## config.mk

```make
export PLATFORM = sky130hd
export DESIGN_NAME = sam_vdg_counter
export DESIGN_NICKNAME = d
export VERILOG_FILES = /design/src/rtl/sam_vdg_counter.sv
export SDC_FILE = /design/constraint.sdc
export NUM_CORES = 1
export LEC_CHECK = 0
export ABC_CLOCK_PERIOD_IN_PS = 2400
export CAP_MARGIN = 20
export CELL_PAD_IN_SITES_DETAIL_PLACEMENT = 0
export CELL_PAD_IN_SITES_GLOBAL_PLACEMENT = 1
export CORE_ASPECT_RATIO = 2
export CORE_MARGIN = 1.5
export CORE_UTILIZATION = 44
export CTS_BUF_LIST = sky130_fd_sc_hd__clkbuf_2 sky130_fd_sc_hd__clkbuf_4 sky130_fd_sc_hd__clkbuf_8
export DETAILED_ROUTE_END_ITERATION = 16
export PLACE_DENSITY_LB_ADDON = 0.1
export SYNTH_ARGS = -nofsm -noshare
export SYNTH_HDL_FRONTEND = slang
export SYNTH_SLANG_ARGS = --single-unit
export TNS_END_PERCENT = 100
```

## constraint.sdc

```tcl
create_clock -name clk -period 2.4 [get_ports clk]
set_input_delay 0.48 -clock clk [delete_from_list [all_inputs] [get_ports clk]]
set_output_delay 0.48 -clock clk [all_outputs]
set_load 0.02 [all_outputs]
```

## src/rtl/sam_vdg_counter.sv

```systemverilog
// SAM video address counter: generates the VDG fetch address from da0_en, hs_n and fs_n
// with per-mode horizontal/vertical repeat dividers and memory-size masking.
module sam_vdg_counter #(
  parameter int ALPHA_YDIV = 12
) (
  input  logic        clk,
  input  logic        reset,
  input  logic        da0_en,
  input  logic        hs_n,
  input  logic        fs_n,
  input  logic [2:0]  vmode,
  input  logic [6:0]  disp_offset,
  input  logic [1:0]  mem_size,
  output logic [15:0] vaddr,
  output logic        frame_start,
  output logic        row_adv
);

  localparam int YW = (ALPHA_YDIV > 3) ? $clog2(ALPHA_YDIV) : 2;

  logic [3:0]    r_low;
  logic [11:0]   r_up;
  logic [15:0]   r_rowStart;
  logic [1:0]    r_xDiv;
  logic [YW-1:0] r_yDiv;
  logic [2:0]    r_mode;
  logic          r_hsPrev;
  logic          r_fsPrev;
  logic          r_hsArmed;
  logic          r_fsArmed;

  logic          w_hsFall;
  logic          w_fsFall;
  logic [1:0]    w_xLast;
  logic [YW-1:0] w_yLast;
  logic [3:0]    w_lowNext;
  logic [11:0]   w_upNext;
  logic [15:0]   w_rowNext;
  logic [1:0]    w_xNext;
  logic [YW-1:0] w_yNext;
  logic [2:0]    w_modeNext;
  logic          w_frameNext;
  logic          w_rowAdvNext;
  logic [15:0]   w_addrNext;
  logic [15:0]   w_vaddrNext;

  // Armed flops keep a sync that is already low at reset release from looking like an edge.
  assign w_hsFall = r_hsArmed & r_hsPrev & ~hs_n;
  assign w_fsFall = r_fsArmed & r_fsPrev & ~fs_n;

  always_comb begin
    w_xLast = 2'd0;
    w_yLast = '0;
    case (r_mode)
      3'b000:  w_yLast = YW'(ALPHA_YDIV - 1);
      3'b001:  w_xLast = 2'd2;
      3'b010:  w_yLast = YW'(2);
      3'b011:  w_xLast = 2'd1;
      3'b100:  w_yLast = YW'(1);
      default: ;
    endcase
  end

  always_comb begin
    w_lowNext    = r_low;
    w_upNext     = r_up;
    w_rowNext    = r_rowStart;
    w_xNext      = r_xDiv;
    w_yNext      = r_yDiv;
    w_modeNext   = r_mode;
    w_frameNext  = 1'b0;
    w_rowAdvNext = 1'b0;
    if (w_fsFall) begin
      w_upNext    = {disp_offset, 5'd0};
      w_lowNext   = 4'd0;
      w_rowNext   = {disp_offset, 9'd0};
      w_xNext     = 2'd0;
      w_yNext     = '0;
      w_modeNext  = vmode;
      w_frameNext = 1'b1;
    end else if (w_hsFall) begin
      w_xNext = 2'd0;
      if (r_yDiv == w_yLast) begin
        w_yNext      = '0;
        w_rowNext    = {r_up, r_low};
        w_rowAdvNext = 1'b1;
      end else begin
        w_yNext               = r_yDiv + YW'(1);
        {w_upNext, w_lowNext} = r_rowStart;
      end
    end else if (da0_en) begin
      w_lowNext = r_low + 4'd1;
      if (r_low == 4'hF) begin
        if (r_xDiv == w_xLast) begin
          w_xNext  = 2'd0;
          w_upNext = r_up + 12'd1;
        end else begin
          w_xNext = r_xDiv + 2'd1;
        end
      end
    end
  end

  assign w_addrNext = {w_upNext, w_lowNext};

  // Smaller memories alias the upper address lines on the output only.
  always_comb begin
    w_vaddrNext = w_addrNext;
    case (mem_size)
      2'b00:   w_vaddrNext[15:12] = 4'h0;
      2'b01:   w_vaddrNext[15:14] = 2'b00;
      default: ;
    endcase
  end

  always_ff @(posedge clk or posedge reset) begin
    if (reset) begin
      r_low       <= 4'd0;
      r_up        <= 12'd0;
      r_rowStart  <= 16'd0;
      r_xDiv      <= 2'd0;
      r_yDiv      <= '0;
      r_mode      <= 3'b000;
      r_hsPrev    <= 1'b1;
      r_fsPrev    <= 1'b1;
      r_hsArmed   <= 1'b0;
      r_fsArmed   <= 1'b0;
      vaddr       <= 16'h0000;
      frame_start <= 1'b0;
      row_adv     <= 1'b0;
    end else begin
      r_low       <= w_lowNext;
      r_up        <= w_upNext;
      r_rowStart  <= w_rowNext;
      r_xDiv      <= w_xNext;
      r_yDiv      <= w_yNext;
      r_mode      <= w_modeNext;
      r_hsPrev    <= hs_n;
      r_fsPrev    <= fs_n;
      r_hsArmed   <= r_hsArmed | hs_n;
      r_fsArmed   <= r_fsArmed | fs_n;
      vaddr       <= w_vaddrNext;
      frame_start <= w_frameNext;
      row_adv     <= w_rowAdvNext;
    end
  end

endmodule
```

======== After elaboration in Yosys (flattened, before gate mapping) ========
Cells that the tools add are included.
cells by class
  shift-type cells ........................ 0
  equal/unequal tests ..................... 8
  bitwise operators ....................... 8
  div/mod/pow operators ................... 0
  multiplexer cells ....................... 29
  order comparisons ....................... 0
  multipliers ............................. 0
  reduce and logical (&&, ||, !) cells .... 9
  add/sub/neg operators ................... 4
operators by type and width
  kind                                                                   number
  12-bit two-way mux                                                     6
  16-bit two-way mux                                                     3
  4-bit two-way mux                                                      7
  2-bit two-way mux                                                      7
  12-bit by 1-bit adder with 12-bit output, second input constant        1
  4-bit one-hot mux with 3 select lines                                  1
  4-bit by 1-bit adder with 4-bit output, second input constant          2
  3-bit by 2-bit equality test with 1-bit output, second input constant  2
  3-bit nonzero test                                                     2
  1-bit bitwise AND                                                      4
  4-bit equality test                                                    1
  4-bit equality test, second input constant                             1
  1-bit two-way mux                                                      4
  2-bit one-hot mux with 2 select lines                                  1
  2-bit AND reduction                                                    2
  2-bit nonzero test                                                     2
  3-bit by 1-bit equality test with 1-bit output, second input constant  1
  3-bit equality test, second input constant                             1
  3-bit logical NOT                                                      1
  2-bit by 1-bit adder with 2-bit output, second input constant          1
  2-bit by 1-bit equality test with 1-bit output, second input constant  1
  2-bit equality test                                                    1
  2-bit logical NOT                                                      1
  1-bit NOT                                                              2
  2 further kinds                                                        3
storage, ports and cells
  latch bits .............................. 0
  memories kept ........................... 0
  bits in read-only memories .............. 0
  register bits ........................... 63
  logic and storage cells ................. 71
  bits in writable memories ............... 0

======== Logic depth before layout (Yosys ltp) ========
  depth after elaboration ................. 9
  depth in mapped cells ................... 7
  mapped depth without buffers ............ 6

======== Least setup slack after synthesis ========
Ideal clock, no wire load.
  path kind ............................... register to register
  from .................................... register r_low[0]
  to ...................................... register vaddr[13]
  required time ........................... 2.271 ns
  path buffers ............................ 1
  data arrival time ....................... 1.805 ns
  library setup time ...................... 0.129 ns
  stages on the path, launching flop included .. 8
  clock period less this slack ............ 1.934 ns
  path slack .............................. 0.466 ns
  path through ............................ dfrtp_1 ha_1 nand4_1 a21o_1 buf_6 nor4_2 mux2i_1 a31oi_1
between the ends
  word-level cells in the longest chain between the ends .. 6
RTL lines
  item                      line  source
  start: declaration        21    logic [3:0] r_low;
  start signal: assignment  132   r_low <= w_lowNext;
  4-bit equality test       93    if (r_low == 4'hF) begin
  12-bit two-way mux        93
  12-bit two-way mux        91    end else if (da0_en) begin
  12-bit two-way mux        81    end else if (w_hsFall) begin
  12-bit two-way mux        73    if (w_fsFall) begin
  2-bit two-way mux         109   case (mem_size)
  via w_vaddrNext[13]       45    logic [15:0] w_vaddrNext;
  end signal: assignment    142   vaddr <= w_vaddrNext;
  end: declaration          14    output logic [15:0] vaddr,
The timed path passes the listed nets, and every way through them passes these cells.
A chain may end at the register's enable or synchronous reset.

======== Worst setup path in the final report ========
  from .................................... register r_yDiv[1]
  to ...................................... register r_rowStart[10]
between the ends
  word-level cells in the longest chain between the ends .. 3
RTL lines
  item                                  line  source
  start: declaration                    25    logic [YW-1:0] r_yDiv;
  start signal: assignment              136   r_yDiv <= w_yNext;
  4-bit equality test                   83    if (r_yDiv == w_yLast) begin
  2-bit nonzero test (no source line)   n/a
  2-bit AND reduction (no source line)  n/a
  end signal: assignment                134   r_rowStart <= w_rowNext;
  end: declaration                      23    logic [15:0] r_rowStart;
No other way between the ends.

==> reports/qor.txt <==
Inserted Clock Buffers = 5
Maxcap violations = 0
Crit Path Class = flip-flop to flip-flop
Clock Path Buffers = 2
GRT overflow = 0
Cells after synthesis = 272
WL final = 6.92 mm
Met2 Usage GRT = 0.393
Via count = 2284
Worst vdd ir = 444 uV
Die Area = 6670 um2
Worst-path clk slew = 0.09 ns
Outcome = finished, final reports clean
Hold Buf Count CTS = 0
Area grow syn2layout = 21.7%
Post-synth EDFFs = 0
N_diodes = 0
Share of synthesized registers carrying an async set or reset = 1.00
Crit start category = flip-flop
Fin cells = 384
CP Cell Sequence = nor2b_1 > o221ai_1 > a211oi_2 > nor2_2 > mux2_2
PostCTS Resize Cnt = 0
Syn Nets = 292
First-pass GRT wire length = 11.5 mm
Warnings from Yosys = 0
Most frequent cells in the layout = dfrtp_1 (49), nand2_1 (34), clkdlybuf4s50_1 (34)
IO Pins = 35
Met1 global-route usage = 0.279
Leading cell type in the layout, fill and taps excluded = dfrtp_1
Clock sinks = 51
Worst path bufs/invs = 0
Hold depth = 1
Layout Nets = 340
Starting density of the core = 0.455
RSZ-0062 raised after global routing = false
Layout Skew = 0.0141 ns
Crit path max fanout = 9
Final Power = 2.15 mW
GR Layer Usage met3 = 0.0329
Row Count = 40
Slew @ Worst Pin = 0.507 ns
Yosys reg bits = 51
Largest net degree at the start of global routing = 23
Fin crit period = 2.00 ns
Layer carrying the most global-route usage = met2
Critical path capture point type = flip-flop
Max Clock Freq = 501 MHz
Placed cell count = 376
Period utilization = 0.832
CTS root buffer = clkbuf_8
Initial antenna violation count = 0
Wire length per cell = 18.0 um
Final setup vio count = 0
Placed inst area = 3210 um2
Dpl hpwl = 5.14 mm
Crit path max-delay family = simple AND/OR/NAND/NOR gates
Register area share after synthesis = 0.472
Antenna-violating nets left = 0
Synth unique cells = 55
RR Endpoint = r_rowStart[10]
DR pass1 iterations = 4
Hold Vio Cnt, Final = 0
Die width = 58.5 um
Die Y = 114 um
Crit-path max cell delay = 0.44 ns
Cell area after layout = 3300 um2
Slew HR = 0.658
Layout cells sized above 1 = 0.162
Reg2reg setup slack = 0.40 ns
GP Congestion = 0.810
Slew Viols, Final = 0
R2R cell count = 5
Hold endpoint = r_fsArmed
Initial DRC count = 75
Final Util = 0.554
Vias per inst = 5.95
Critical Path AT = 2.21 ns
Mapped cell area = 2710 um2
Worst path slowest cell = dfrtp_1
DRC = 0
Hold/Removal Path Class = flip-flop to flip-flop
Number of global-route vias before repair = 2329
Worst-Skew Late Latency = 0.32 ns
Port Buffers = 34
Pwr dens = 651 nW/um2
Hold path start = r_fsArmed
CP required = 2.61 ns
Core Area = 5960 um2
Setup TNS = 0 ns
CTS tree = yes
Static Leak = 1.46 nW
R2r startpoint = r_yDiv[1]
Post-CTS Setup Inserts = 0
H-tree depth = 2
Gr usage total = 0.230
Synthesized area per cell = 9.96 um2
Main flop type after synthesis = dfrtp_1
sequential cells by signal, summed over array words and instances, names as in the netlist:
name         flops
r_hsPrev         1
r_xDiv           2
r_fsPrev         1
r_fsArmed        1
r_hsArmed        1
row_adv          1
frame_start      1
r_yDiv           4
r_up            12
r_low            3
r_rowStart      16
r_mode           3
vaddr            5
report_power, final:
part           switching (mW)  total [mW]  leakage (nW)  internal (mW)
sequential             0.0956        1.06         0.661          0.960
combinational           0.310       0.578         0.748          0.268
clock                   0.306       0.512        0.0483          0.206
total                   0.712        2.15          1.46           1.43
synth_stat cells (5+ instances only):
cell	count	area (um2)
a22o_1	11	96.3
nand2_1	34	128
nand3_1	15	75.1
a21oi_1	11	55.1
mux2_2	5	56.3
a221o_1	8	80.1
o21ai_0	12	60.1
dfrtp_1	49	1230
nor2_1	12	45.0
buf_4	8	60.1
a31oi_1	7	43.8
inv_1	10	37.5
and3_1	6	37.5
metal layers:
metal | up-vias | wire length, um
met5 | - | 0
li1 | 1087 | -
met2 | 48 | 3670
met4 | 0 | 211
met3 | 13 | 154
met1 | 1136 | 2890
per-stage QoR:
stage          setup slack (ns)  hold slack (ns)
6_report                  0.402            0.476
2_1_floorplan             0.466            0.437
3_5_place_dp             0.0848            0.452
5_1_grt                   0.217            0.494
4_1_cts                   0.403            0.478
3_3_place_gp              0.110            0.450
how the worst max path moves through the flow:
stage                          from        endpoint  slack, ns  cells past startpoint
after floorplan            r_low[0]       vaddr[13]       0.47                      7
after global placement         fs_n       vaddr[12]       0.11                      7
after detailed placement       fs_n  r_rowStart[10]       0.08                      5
after CTS                 r_yDiv[1]  r_rowStart[10]       0.40                      5
after global routing       r_low[1]       vaddr[13]       0.22                      6
final                     r_yDiv[1]  r_rowStart[10]       0.40                      5
kinds of logic (layout without fill, tap and decap cells):
family | Yosys count | in the layout | synth area share
simple gates | 102 | 102 | 0.198
compound gates | 74 | 74 | 0.208
flops | 51 | 51 | 0.472
buf+inv | 28 | 77 | 0.0568
mux | 9 | 9 | 0.0355
xor+xnor | 5 | 5 | 0.0162
fa+ha+maj | 3 | 3 | 0.0139
layout make-up:
class	instances	area, um2
fillers	576	2660
flip-flops and latches	51	1280
multi-input cells	193	1280
repair buffers	58	533
well taps	63	78.8
clock buffers	5	68.8
inverters	11	41.3
clock inverters	3	18.8
Power figures use the tool's default switching activity.
